===== config.mk =====
export PLATFORM = sky130hd
export DESIGN_NAME = phys_free_list
export DESIGN_NICKNAME = d
export VERILOG_FILES = /design/src/rtl/rename_pkg.sv /design/src/rtl/free_list_ptr.sv /design/src/rtl/phys_free_list.sv
export SDC_FILE = /design/constraint.sdc
export NUM_CORES = 1
export LEC_CHECK = 0
export CAP_MARGIN = 0
export CORE_UTILIZATION = 54
export DETAILED_ROUTE_END_ITERATION = 10
export PLACE_DENSITY = 0.75
export SYNTH_ARGS = -nofsm -noshare
export SYNTH_HDL_FRONTEND = slang
export SYNTH_HIERARCHICAL = 1
export SYNTH_SLANG_ARGS = --single-unit

===== constraint.sdc =====
create_clock -name clk -period 3.1 [get_ports clk]
set_input_delay 0.31 -clock clk [delete_from_list [all_inputs] [get_ports clk]]
set_output_delay 0.31 -clock clk [all_outputs]
set_load 0.03 [all_outputs]

===== src/rtl/rename_pkg.sv =====
// Shared rename-stage definitions: register-file sizes, tag typedefs and the
// capacity of the physical-register free list.
package rename_pkg;

    localparam int NUM_PHYS   = 32;
    localparam int NUM_ARCH   = 16;
    localparam int FREE_DEPTH = NUM_PHYS - NUM_ARCH;

    typedef logic [$clog2(NUM_PHYS)-1:0] PHYS_REG;
    typedef logic [$clog2(NUM_ARCH)-1:0] ARCH_REG;

endpackage


===== src/rtl/free_list_ptr.sv =====
// Wrapping pointer for the free list. Wraps by comparing against DEPTH-1 so
// the capacity does not have to be a power of two.
module free_list_ptr
    import rename_pkg::*;
#(
    parameter int DEPTH = FREE_DEPTH,
    parameter int PTR_W = (DEPTH > 1) ? $clog2(DEPTH) : 1
) (
    input  logic             clk,
    input  logic             reset,
    input  logic             inc,
    output logic [PTR_W-1:0] ptr
);

    // Advance on inc, returning to zero after the last entry
    always_ff @(posedge clk or negedge reset) begin
        if (!reset) begin
            ptr <= '0;
        end else if (inc) begin
            if (ptr == PTR_W'(DEPTH - 1)) ptr <= '0;
            else                          ptr <= ptr + PTR_W'(1);
        end
    end

endmodule


===== src/rtl/phys_free_list.sv =====
// Circular free list of physical register tags feeding the renamer.
// Head supplies the next tag to allocate; commit pushes released tags at tail.
// Optional feature: define FREELIST_DOUBLE_FREE_CHECK_EN to track which tags
// are held in the list and reject (and flag) a release of a tag already held.
module phys_free_list #(
    parameter int NUM_PHYS = rename_pkg::NUM_PHYS,
    parameter int NUM_ARCH = rename_pkg::NUM_ARCH,
    parameter int DEPTH    = NUM_PHYS - NUM_ARCH
) (
    input  logic                         clk,
    input  logic                         reset,
    input  logic                         alloc_req,
    output logic                         alloc_valid,
    output logic [$clog2(NUM_PHYS)-1:0]  alloc_tag,
    input  logic                         free_valid,
    input  logic [$clog2(NUM_PHYS)-1:0]  free_tag,
    output logic [$clog2(DEPTH+1)-1:0]   count,
    output logic                         double_free_err
);

    localparam int TAG_W = $clog2(NUM_PHYS);
    localparam int CNT_W = $clog2(DEPTH + 1);
    localparam int PTR_W = (DEPTH > 1) ? $clog2(DEPTH) : 1;

    logic [TAG_W-1:0] entries [DEPTH];
    logic [PTR_W-1:0] head;
    logic [PTR_W-1:0] tail;

    logic pop;
    logic push;
    logic tag_ok;
    logic full;
    logic dbl;
    logic overflow;

    // A pop can only happen while something is held; a request on empty is ignored
    assign alloc_valid = (count != '0);
    assign alloc_tag   = entries[head];
    assign pop         = alloc_req && alloc_valid;

    assign tag_ok   = ({1'b0, free_tag} < (TAG_W + 1)'(NUM_PHYS));
    assign full     = (count == CNT_W'(DEPTH));
    // Full is only a problem when no pop frees a slot in the same cycle
    assign overflow = free_valid && tag_ok && !dbl && full && !pop;
    assign push     = free_valid && tag_ok && !dbl && !overflow;

`ifdef FREELIST_DOUBLE_FREE_CHECK_EN
    logic [NUM_PHYS-1:0] in_list;
    logic                dbl_err_q;

    // A tag popped this cycle is no longer held, so freeing it again is legal
    assign dbl = free_valid && tag_ok && in_list[free_tag]
                 && !(pop && (alloc_tag == free_tag));

    // Membership vector: clear on pop first, then set on push
    always_ff @(posedge clk or negedge reset) begin
        if (!reset) begin
            for (int i = 0; i < NUM_PHYS; i++) begin
                in_list[i] <= (i >= NUM_ARCH);
            end
        end else begin
            if (pop && push && (alloc_tag == free_tag)) begin
                in_list[free_tag] <= 1'b1;
            end else begin
                if (pop)  in_list[alloc_tag] <= 1'b0;
                if (push) in_list[free_tag]  <= 1'b1;
            end
        end
    end

    // One-cycle registered pulse following a rejected double free
    always_ff @(posedge clk or negedge reset) begin
        if (!reset) dbl_err_q <= 1'b0;
        else        dbl_err_q <= dbl;
    end

    assign double_free_err = dbl_err_q;
`else
    assign dbl             = 1'b0;
    assign double_free_err = 1'b0;
`endif

    free_list_ptr #(.DEPTH(DEPTH), .PTR_W(PTR_W)) u_head (
        .clk   (clk),
        .reset (reset),
        .inc   (pop),
        .ptr   (head)
    );

    free_list_ptr #(.DEPTH(DEPTH), .PTR_W(PTR_W)) u_tail (
        .clk   (clk),
        .reset (reset),
        .inc   (push),
        .ptr   (tail)
    );

    // Storage: reset holds every unmapped tag in ascending order; pushes write at tail
    always_ff @(posedge clk or negedge reset) begin
        if (!reset) begin
            for (int i = 0; i < DEPTH; i++) begin
                entries[i] <= TAG_W'(NUM_ARCH + i);
            end
        end else if (push) begin
            entries[tail] <= free_tag;
        end
    end

    // Occupancy: unchanged when a pop and a push land together
    always_ff @(posedge clk or negedge reset) begin
        if (!reset) begin
            count <= CNT_W'(DEPTH);
        end else if (pop && !push) begin
            count <= count - CNT_W'(1);
        end else if (push && !pop) begin
            count <= count + CNT_W'(1);
        end
    end

    // Flag pushes that are dropped because they can never be legal
    always_ff @(posedge clk) begin
        if (reset) begin
            assert (!(free_valid && !tag_ok))
                else $error("phys_free_list: free_tag %0d out of range", free_tag);
            assert (!overflow)
                else $error("phys_free_list: push into full list dropped");
        end
    end

endmodule


==> flow_summary.yaml <==
status:
  outcome: "complete, no violations"
logic_synthesis:
  yosysWarnings: 6
  synth_area_leaders: "dfstp_2 28%, dfrtp_1 24%, mux2_2 18%, mux4_2 9.8%, mux2_4 3.3%"
  synthesis.nets: 332
  yosysTopAreaCellShare_pct: 27.92
  yosys-top-cells-count: "72 x mux2_2, 49 x dfstp_2, 44 x dfrtp_1, 20 x mux4_2, 16 x nand3_1"
  seq_area_frac_synth_pct: 51.79
  synthesis.instances: 317
  syn_avg_cell_area_um2: 14.55
  synth_top_area_cell: "dfstp_2"
  async_flop_share_pct: 100.0
  yosysUniqueCellTypes: 42
  syn_area_mm2: 0.004612
  ys_ff_latch: 93
  synth_edf_count: 0
  ys.flop_type: "dfstp_2"
  synth_most_common_cell: "mux2_2"
place:
  place_inst: 433
  gp_congestion: 0.8160
  port_buffers: 19
  place_ws_ps: 97.53
  dp.final_hpwl_um: 5797
route:
  drt-total-wl_um: 8747
  drc: 0
  wl_per_cell_um: 19.48
  drt_iter0_drc: 113
  drt-pass1-iter-count: 4
  vias_per_cell: 5.869
  ant_nets: 0
  dr_total_vias: 2635
pwr:
  leakage_nw: 2.010
  p_total_w: 0.005602
  power_density_mw_per_mm2: 1090
  irDropWorstVdd_mv: 0.5679
final_layout:
  regArea_mm2: 0.002391
  final_nets: 355
  multiInputGateArea_mm2: 0.002131
  antenna_cells: 0
  syn_to_final_growth_pct: 11.45
  fill_cells: 627
  fin_cells: 449
  drive_gt1_share_pct: 55.23
critical_path:
  cp_num_buf_inv: 2
  crit_path_end_kind: "output pin"
  startpoint_type: "flip-flop"
  critPathMaxFanout: 14
  cpMostUsedCell: "nand3_1"
  cp_cell_sequence: "buf_4 > mux4_2 > nand3_1 > nand3_1 > clkdlybuf4s50_1"
  crit_arrival_ps: 2610
  slowest_stage: "dfrtp_1"
  crit_type: "flip-flop to output pin"
  path_delay_family: "buffers and inverters"
  worst_path_largest_cell_delay_ps: 760
  cp.required_ps: 2790
timing:
  fmax_mhz: 342.0
  fin_skew_ps: 11.11
  rsz0062_at_grt: "no"
  period_share_pct: 94.32
  finalSetupViolCount: 0
  slew_headroom_pct: 55.57
  slew_violations: 0
  fin_crit_ps: 2924
  setup_tns_ps: 0
  timing.final.ws_setup_ps: 176.1
  worst_pin_slew_ps: 664.4
  hold_violations: 0
clock_network:
  clock_latency_ps: 360
  path_clk_slew_ps: 90
  cts.sinks: 93
  cts_setup_buffers: 0
  clockBufferDepth: 2
  h-tree-depth: 3
  cts_tree: "done"
  cts_root_buffer: "clkbuf_8"
  cts-buffers-inserted: 9
global_route:
  grt_antenna_before_repair: 0
  grt_usage_pct: 22.20
  grt_pass1_wl_um: 14310
  grt_max_degree: 94
  grt_pass1_vias: 2706
  grt-ovfl-total: 0
die:
  die_w_um: 94.42
  rows: 33
  start_util_pct: 55.85
  chipHeight_um: 94.42
  core-area_mm2: 0.008258
  io_pins: 21
  die_area_mm2: 0.008914
flow_run:
  drv_cap: 0
hold_path:
  hold_class: "input pin to async pin"
==> where the power goes <==
group	switching, W	internal, W	total, W
logic	0.00106	0.00131	0.00237
clock network	0.000419	0.000371	0.000791
registers	0.000449	0.00199	0.00244
total	0.00193	0.00367	0.00560
==> cell usage in the layout, fill, tap and decap left out, types with 5 or more instances in the layout <==
master           synthesis  final
mux2_2                  72     72
clkbuf_8                 0      9
o21ai_1                  4      5
dfstp_2                 49     49
mux4_2                  20     20
buf_4                    1      6
nand3_1                 16     16
inv_1                    6      6
dfrtp_1                 44     42
clkdlybuf4s50_1          0     18
mux2_4                  10     10
nor2_1                   8      8
nand2_1                 13     13
a22oi_1                  5      5
==> worst paths after layout <==
check                      cells past startpoint                 endpoint                 startpoint  slack (ps)
hold / removal                                 3     count[2]$_DFFE_PN0P_                      reset         510
min in group clk                               1  entries[62]$_DFFE_PN0P_    entries[62]$_DFFE_PN0P_         510
setup reg to reg                              10     count[4]$_DFFE_PN1P_       count[2]$_DFFE_PN0P_         210
setup / recovery                               5             alloc_tag[1]  u_head/ptr[1]$_DFFE_PN0P_         180
hold reg to reg                                1  entries[62]$_DFFE_PN0P_    entries[62]$_DFFE_PN0P_         510
max in group asynchronous                      3  entries[41]$_DFFE_PN1P_                      reset        2170
==> per-layer routing <==
metal | wire length [um] | global-route usage, %
met4 | 179 | 8.333
met5 | 0 | 0
met2 | 4171 | 34.24
met1 | 4086 | 30.89
met3 | 310 | 4.992
==> through the flow <==
step / hold slack, ps / util [%] / instance area, um^2
final: 507.0 / 62.24 / 5140
after global routing: 530.0 / 62.24 / 5140
after CTS: 512.0 / 62.21 / 5137
after detailed placement: 395.8 / 59.80 / 4938
after global placement: 397.1 / 59.80 / 4938
after floorplan: 14.41 / - / 4623
==> logic make-up after synthesis <==
| kind of cell | after synthesis | share of synthesized area [%] |
|---|---|---|
| other cells | 1 | 0.08131 |
| compound gates | 24 | 4.259 |
| buf+inv | 21 | 2.225 |
| flops | 93 | 51.79 |
| fa+ha+maj | 6 | 1.628 |
| simple gates | 61 | 7.651 |
| xor+xnor | 8 | 1.519 |
| mux | 103 | 30.85 |
==> state kept, by name (all words and copies together) (netlist names) <==
signal / count
count: 5
entries: 80
u_head/ptr: 4
u_tail/ptr: 4
==> final cells by class <==
type	instances	area share, %
clock inverter	5	1.193
tap	105	2.556
sequential	93	46.52
multi-input combinational	203	41.46
inverter	6	0.4382
clock buffer	10	2.483
timing repair buffer	27	5.355
==> what timing repair did <==
action                                  CTS  global route
endpoints found under the hold margin    17             0
resized for setup                         0             2
hold buffers                              1             0
endpoints found under the setup margin    0             1
==> tightest hold or removal path, delay by kind of cell <==
family | cells | cell delay, ps
buf+inv | 3 | 990
(Power assumes the default switching activity.)
